$ cat src/rtl/ex_div_pkg.sv
// ============================================================================
// Module      : ex_div_pkg
// Description : Shared funct3 codes, divider state encoding and constants.
// Revision    : 1.0
// ============================================================================
`default_nettype none

package ex_div_pkg;

    localparam logic [2:0] INST_DIV  = 3'b100;
    localparam logic [2:0] INST_DIVU = 3'b101;
    localparam logic [2:0] INST_REM  = 3'b110;
    localparam logic [2:0] INST_REMU = 3'b111;

    localparam logic [31:0] ZERO_WORD = 32'h0000_0000;

    typedef enum logic [1:0] {
        DIV_IDLE = 2'b00,
        DIV_CALC = 2'b01,
        DIV_END  = 2'b10
    } div_state_t;

endpackage

`default_nettype wire

$ cat src/rtl/ex_div.sv
// ============================================================================
// Module      : ex_div
// Description : Iterative radix-2 restoring divider for RV32M DIV/DIVU/REM/REMU.
//               Optional macro DIV_EARLY_OUT_EN skips the iterations for
//               divide-by-zero and unsigned dividend < divisor.
// Revision    : 1.0
// ============================================================================
`default_nettype none

module ex_div
    import ex_div_pkg::*;
#(
    parameter int XLEN  = 32,
    parameter int CNT_W = 6
) (
    input  logic            clk,
    input  logic            rst,
    input  logic            start_i,
    input  logic [2:0]      op_i,
    input  logic [XLEN-1:0] dividend_i,
    input  logic [XLEN-1:0] divisor_i,
    input  logic [4:0]      reg_waddr_i,
    input  logic            flush_i,
    output logic [XLEN-1:0] result_o,
    output logic            ready_o,
    output logic            busy_o,
    output logic [4:0]      reg_waddr_o
);

    div_state_t r_state;
    div_state_t w_next_state;

    logic [CNT_W-1:0] r_count;
    logic [2:0]       r_op;
    logic [4:0]       r_rd;
    logic [XLEN-1:0]  r_dividend;
    logic [XLEN-1:0]  r_divisor;
    logic [XLEN-1:0]  r_rem;
    logic [XLEN-1:0]  r_quot;
    logic             r_negate_q;
    logic             r_negate_r;
    logic             r_zero_div;

    logic             w_signed_op;
    logic [XLEN-1:0]  w_dividend_abs;
    logic [XLEN-1:0]  w_divisor_abs;
    logic             w_accept;
    logic             w_last;
    logic             w_early;
    logic [XLEN:0]    w_shift_rem;
    logic             w_ge;
    logic [XLEN-1:0]  w_diff;
    logic [XLEN-1:0]  w_sel;

    // funct3[0] clear means a signed operation (DIV/REM)
    assign w_signed_op    = ~op_i[0];
    assign w_dividend_abs = (w_signed_op & dividend_i[XLEN-1]) ? -dividend_i : dividend_i;
    assign w_divisor_abs  = (w_signed_op & divisor_i[XLEN-1])  ? -divisor_i  : divisor_i;

    assign w_accept = (r_state == DIV_IDLE) & start_i & ~flush_i;
    assign w_last   = (r_count == CNT_W'(XLEN - 1));

`ifdef DIV_EARLY_OUT_EN
    assign w_early = r_zero_div | (r_op[0] & (r_dividend < r_divisor));
`else
    assign w_early = 1'b0;
`endif

    // Shifted partial remainder needs one extra bit before the trial subtract
    assign w_shift_rem = {r_rem, r_quot[XLEN-1]};
    assign w_ge        = (w_shift_rem >= {1'b0, r_divisor});
    assign w_diff      = w_shift_rem[XLEN-1:0] - r_divisor;

    always_ff @(posedge clk) begin
        if (!rst) begin
            r_state <= DIV_IDLE;
        end else begin
            r_state <= w_next_state;
        end
    end

    always_comb begin
        w_next_state = r_state;
        busy_o       = 1'b0;
        case (r_state)
            DIV_IDLE: begin
                if (w_accept) begin
                    w_next_state = DIV_CALC;
                    busy_o       = 1'b1;
                end
            end
            DIV_CALC: begin
                busy_o = 1'b1;
                if (flush_i) begin
                    w_next_state = DIV_IDLE;
                end else if (w_early || w_last) begin
                    w_next_state = DIV_END;
                end
            end
            DIV_END: begin
                w_next_state = DIV_IDLE;
            end
            default: begin
                w_next_state = DIV_IDLE;
            end
        endcase
    end

    always_ff @(posedge clk) begin
        if (!rst) begin
            r_count    <= '0;
            r_op       <= '0;
            r_rd       <= '0;
            r_dividend <= '0;
            r_divisor  <= '0;
            r_rem      <= '0;
            r_quot     <= '0;
            r_negate_q <= 1'b0;
            r_negate_r <= 1'b0;
            r_zero_div <= 1'b0;
        end else begin
            case (r_state)
                DIV_IDLE: begin
                    if (w_accept) begin
                        r_count    <= '0;
                        r_op       <= op_i;
                        r_rd       <= reg_waddr_i;
                        r_dividend <= dividend_i;
                        r_divisor  <= w_divisor_abs;
                        r_rem      <= '0;
                        r_quot     <= w_dividend_abs;
                        r_negate_q <= dividend_i[XLEN-1] ^ divisor_i[XLEN-1];
                        r_negate_r <= dividend_i[XLEN-1];
                        r_zero_div <= (divisor_i == '0);
                    end
                end
                DIV_CALC: begin
                    if (!flush_i) begin
                        if (w_early) begin
                            r_quot <= '0;
                            r_rem  <= r_dividend;
                        end else begin
                            r_rem   <= w_ge ? w_diff : w_shift_rem[XLEN-1:0];
                            r_quot  <= {r_quot[XLEN-2:0], w_ge};
                            r_count <= r_count + 1'b1;
                        end
                    end
                end
                default: begin
                end
            endcase
        end
    end

    // Divide-by-zero result overrides whatever the iterations produced
    always_comb begin
        w_sel = r_negate_q ? -r_quot : r_quot;
        case (r_op)
            INST_DIVU: w_sel = r_quot;
            INST_REMU: w_sel = r_rem;
            INST_REM:  w_sel = r_negate_r ? -r_rem : r_rem;
            default:   w_sel = r_negate_q ? -r_quot : r_quot;
        endcase
        if (r_zero_div) begin
            w_sel = r_op[1] ? r_dividend : ~ZERO_WORD;
        end
    end

    assign ready_o     = (r_state == DIV_END) & ~flush_i;
    assign result_o    = ready_o ? w_sel : ZERO_WORD;
    assign reg_waddr_o = ready_o ? r_rd : 5'd0;

endmodule

`default_nettype wire
$ cat config.mk
export PLATFORM = sky130hd
export DESIGN_NAME = ex_div
export DESIGN_NICKNAME = d
export VERILOG_FILES = /design/src/rtl/ex_div_pkg.sv /design/src/rtl/ex_div.sv
export SDC_FILE = /design/constraint.sdc
export NUM_CORES = 1
export LEC_CHECK = 0
export ABC_AREA = 1
export CAP_MARGIN = 20
export CORE_AREA = 2 2 192 138
export CTS_CLUSTER_DIAMETER = 30
export DETAILED_ROUTE_END_ITERATION = 6
export DIE_AREA = 0 0 194 140
export PLACE_DENSITY = 0.77
export SLEW_MARGIN = 20
export SYNTH_ARGS = -nofsm -noshare
export SYNTH_HDL_FRONTEND = slang
export SYNTH_SLANG_ARGS = --single-unit
$ cat constraint.sdc
create_clock -name clk -period 1.8 [get_ports clk]
set_input_delay 0.18 -clock clk [delete_from_list [all_inputs] [get_ports clk]]
set_output_delay 0.18 -clock clk [all_outputs]
set_load 0.1 [all_outputs]
==> reports/metrics.yaml, run 1 <==
cts:
  clockBufferDepth: 2
  numClockSinks: 146
  htree_levels: 4
  numCtsBuffers: 17
  ctsRootBufferMaster: "clkbuf_16"
die:
  num_io_pins: 115
  die_y_microns: 140
  row_count: 49
  die_x_microns: 194
  start_util_pct: 53.4
logic_synthesis:
  ys_async_sr_fraction_pct: 0
  synth_edf_count: 0
  synth_cell_types: 55
  synth_area_sq_um: 13500
  ys_seq_elements: 146
  yosysMostFrequentCell: "nand2_1"
  post-synth-top-area-cell: "dfxtp_1"
  syn-num-nets: 2467
  ys_seq_area_share_pct: 21.7
  syn_avg_cell_area_sq_um: 5.74
  yosys-top-cells-area: "dfxtp_1 (22%), nand2_1 (18%), inv_1 (9.1%)"
  synth_common_cells: "nand2_1 (658), inv_1 (329), nand3_1 (221)"
  syn-instance-count: 2353
  yosysWarnings: 0
  yosys.area.top_type_share_pct: 21.7
  synth_ff_type: "dfxtp_1"
timing:
  worst_endpoint_kind: "output port"
  crit_endpoint: "result_o[24]"
run_status:
  status: "did not finish"
  lastStage: "5_1_grt"
  stop_error: "[ERROR GRT-0232] Routing congestion too high. Check the congestion heatmap in the GUI."
global_route:
  grt_max_degree: 45
  grt_overflow: 635
  grt_usage_pct: 94.5
placement:
  pre_cts_ws_ns: -0.558
  hpwl_mm: 45.3
  io_buffers: 114
  gp_congestion: 0.992
-- logic make-up after synthesis --
kind of cell	count (synthesis)	synth area share (%)
xor+xnor	46	2.98
flops	146	21.7
buf+inv	444	13.0
compound gates	452	19.0
fa+ha+maj	38	3.58
simple gates	1227	39.8
-- metal layers --
layer	overflow	global-route usage (%)
met1	55	92.5
met2	311	104
met3	41	87.1
met4	225	98.0
met5	3	70.5
-- metrics by stage --
stage / instance area [sq um] / hold WS, ns / cells / utilization [%]
4_1_cts: 21900 / 0.262 / 3248 / 86.7
2_1_floorplan: 14500 / 0.329 / 2353 / -
3_3_place_gp: 19900 / 0.450 / 3179 / 78.7
3_5_place_dp: 19900 / 0.453 / 3179 / 78.7
-- repair_timing --
item	4_1_cts
hold buffers	0
setup buffers	34
gates cloned	6
resized for setup	272
setup endpoints to repair	73
pin swaps	82
==> run 2, diff against run 1 <==
--- a/config.mk
+++ b/config.mk
@@ -7,11 +7,10 @@
 export LEC_CHECK = 0
 export ABC_AREA = 1
 export CAP_MARGIN = 20
-export CORE_AREA = 2 2 192 138
-export CTS_CLUSTER_DIAMETER = 30
+export CORE_AREA = 2 2 187 189
 export DETAILED_ROUTE_END_ITERATION = 6
-export DIE_AREA = 0 0 194 140
-export PLACE_DENSITY = 0.77
+export DIE_AREA = 0 0 189 191
+export PLACE_DENSITY_LB_ADDON = 0.15
 export SLEW_MARGIN = 20
 export SYNTH_ARGS = -nofsm -noshare
 export SYNTH_HDL_FRONTEND = slang
==> constraint.sdc (replaced) <==
create_clock -name clk -period 2.3 [get_ports clk]
set_input_delay 0.23 -clock clk [delete_from_list [all_inputs] [get_ports clk]]
set_output_delay 0.23 -clock clk [all_outputs]
set_load 0.1 [all_outputs]
==> reports/metrics.yaml, run 2 <==
run_status:
  status: "finished with violations"
  violations: "setup timing"
global_route:
  grt_overflow: 0
  grt_max_degree: 87
  grt_antenna_before_repair: 0
  grt_pass1_vias: 15600
  grt_usage_pct: 31.4
  grt_first_pass_wirelength_mm: 87.8
logic_synthesis:
  post-synth-top-area-cell: "dfxtp_1"
  synth_edf_count: 0
  syn_avg_cell_area_sq_um: 5.74
  yosysMostFrequentCell: "nand2_1"
  synth_area_sq_um: 13500
  syn-num-nets: 2467
  ys_seq_elements: 146
  ys_seq_area_share_pct: 21.7
  yosysWarnings: 0
  ys_async_sr_fraction_pct: 0
  synth_ff_type: "dfxtp_1"
  synth_cell_types: 55
  synth_common_cells: "nand2_1 (658), inv_1 (329), nand3_1 (221)"
  yosys.area.top_type_share_pct: 21.7
  yosys-top-cells-area: "dfxtp_1 (22%), nand2_1 (18%), inv_1 (9.1%)"
  syn-instance-count: 2353
placement:
  placed_area_sq_um: 16900
  hpwl_mm: 45.3
  gp_congestion: 0.962
  io_buffers: 114
  pre_cts_ws_ns: -0.110
min_path:
  hp-start: "rst"
  hold_path_depth: 4
  hold_class: "input port to register"
  min_to: "r_quot[5]"
critical_path:
  start_kind: "register"
  timing.rr.start: "r_divisor[31]"
  r2r_cells: 13
  r2r_end: "r_rem[18]"
  critPathRequiredTime_ns: 2.07
  worstSetupPathType: "register to output port"
  reg2reg_slack_ns: 0.13
  cp_data_arrival_time_ns: 2.43
  cp_max_fo: 5
  critPathCaptureType: "output port"
detailed_routing:
  wire_per_inst_microns: 18.5
  dr.first_iter.drc_count: 1381
  firstDrtPassIters: 5
  drc: 0
  wirelength_mm: 56.7
  vias: 16600
  final_antenna_net_count: 0
  vias_per_cell: 5.40
cts:
  clk_latency_ns: 0.45
  numClockSinks: 146
  clkTransAtPathRegs_ns: 0.07
  ctsRootBufferMaster: "clkbuf_16"
  numCtsBuffers: 17
  htree_levels: 4
  cts_hold_buf: 0
  cts_tree: "done"
  clockBufferDepth: 2
die:
  die_y_microns: 191
  start_util_pct: 39.6
  dieArea_sq_um: 36100
  core-area_sq_um: 34100
  die_x_microns: 189
  row_count: 68
  num_io_pins: 115
timing:
  worst_pin_slew_ns: 0.926
  slew-limit-headroom_pct: 37.8
  setup_slack_ns: -0.365
  timing.fmax_ghz: 0.375
  fin_skew_ns: 0.0134
  final_hold_viol_count: 0
  rsz0062_at_grt: "yes"
  finalCritPeriodShare_pct: 116
  setup_violations: 30
  drv_slew: 0
  fin_crit_ns: 2.66
cells_and_area:
  layout_commonest_cell: "nand2_1"
  syn_to_final_growth_pct: 42.1
  stdcell_area_sq_um: 19200
  antenna_cells: 0
  layout_common_cells: "nand2_1 (597), inv_1 (296), nand3_1 (186)"
  drive_gt1_share_pct: 25.5
  nets: 2710
power_and_ir_drop:
  vdd_ir_drop_max_mv: 0.522
  powerDensity_nw_per_um2: 450
  power.total_mw: 8.63
  leakage_nw: 8.87
flow_run:
  maxCapViolCount: 0
## run 2: kinds of logic after synthesis
kind of cell	synth area share (%)
fa+ha+maj	3.58
buf+inv	13.0
xor+xnor	2.98
flops	21.7
simple gates	39.8
compound gates	19.0
## run 2: worst max-delay path by stage
stage | cells past startpoint | endpoint | slack, ns | startpoint
finish | 15 | result_o[22] | -0.36 | r_rem[1]
global route | 14 | result_o[26] | -0.50 | r_rem[1]
CTS | 14 | result_o[26] | -0.40 | r_rem[1]
detailed placement | 13 | result_o[19] | -0.11 | r_rem[12]
global placement | 13 | result_o[19] | -0.08 | r_rem[12]
floorplan | 10 | result_o[17] | -0.58 | r_op[2]
## run 2: final cells by class
class                           instances  area, sq um
Clock inverter                         15          186
Multi-Input combinational cell       1763        10300
Tap cell                              455          569
Timing Repair Buffer                  321         3350
Clock buffer                           17          425
Fill cell                            3447        14900
Sequential cell                       146         3010
Inverter                              347         1330
## run 2: repair_timing
| action | 4_1_cts | 5_1_grt |
|---|---|---|
| pin swaps | 73 | 66 |
| cloned | 0 | 0 |
| gates resized for setup | 245 | 166 |
| endpoints found under the setup margin | 31 | 64 |
| setup buffers | 18 | 13 |
| endpoints found under the hold margin | 0 | 0 |
## run 2: power by group
| part | total (mW) | internal [mW] | switching, mW |
|---|---|---|---|
| logic | 2.87 | 1.09 | 1.78 |
| clock network | 2.99 | 1.65 | 1.34 |
| registers | 2.76 | 2.65 | 0.113 |
| total | 8.63 | 5.39 | 3.23 |
## run 2: stage by stage
step,util [%],setup TNS (ns),hold WS [ns],instances
3_3_place_gp,49.5,-0.221,0.443,3003
3_5_place_dp,49.5,-0.368,0.447,3003
4_1_cts,53.9,-7.03,0.270,3052
6_report,56.2,-6.45,0.289,3064
2_1_floorplan,-,-4.17,0.379,2353
5_1_grt,56.2,-10.06,0.298,3064
## run 2: per-layer routing
layer  part of all wire (%)  vias to the layer above  track usage (%)
met3                    6.0                       80             3.86
met4                    3.3                        0             11.1
met1                     47                     7719             43.7
met5                      0                        -                0
met2                     44                      575             49.6
li1                       -                     8180                -
## run 2: worst max-delay path, stage by stage, from the launching register on
cell,delay [ns]
dfxtp_2,0.33
inv_2,0.07
ha_4,0.13
nand4_1,0.16
nand2_2,0.15
nand2_4,0.07
buf_6,0.13
nor2_4,0.19
buf_4,0.15
nand2_1,0.04
nand2_1,0.08
nand3_1,0.07
nand2_1,0.09
nor2_2,0.05
nor2_4,0.10
buf_12,0.18
No activity file was read; power rests on OpenSTA's default activity.
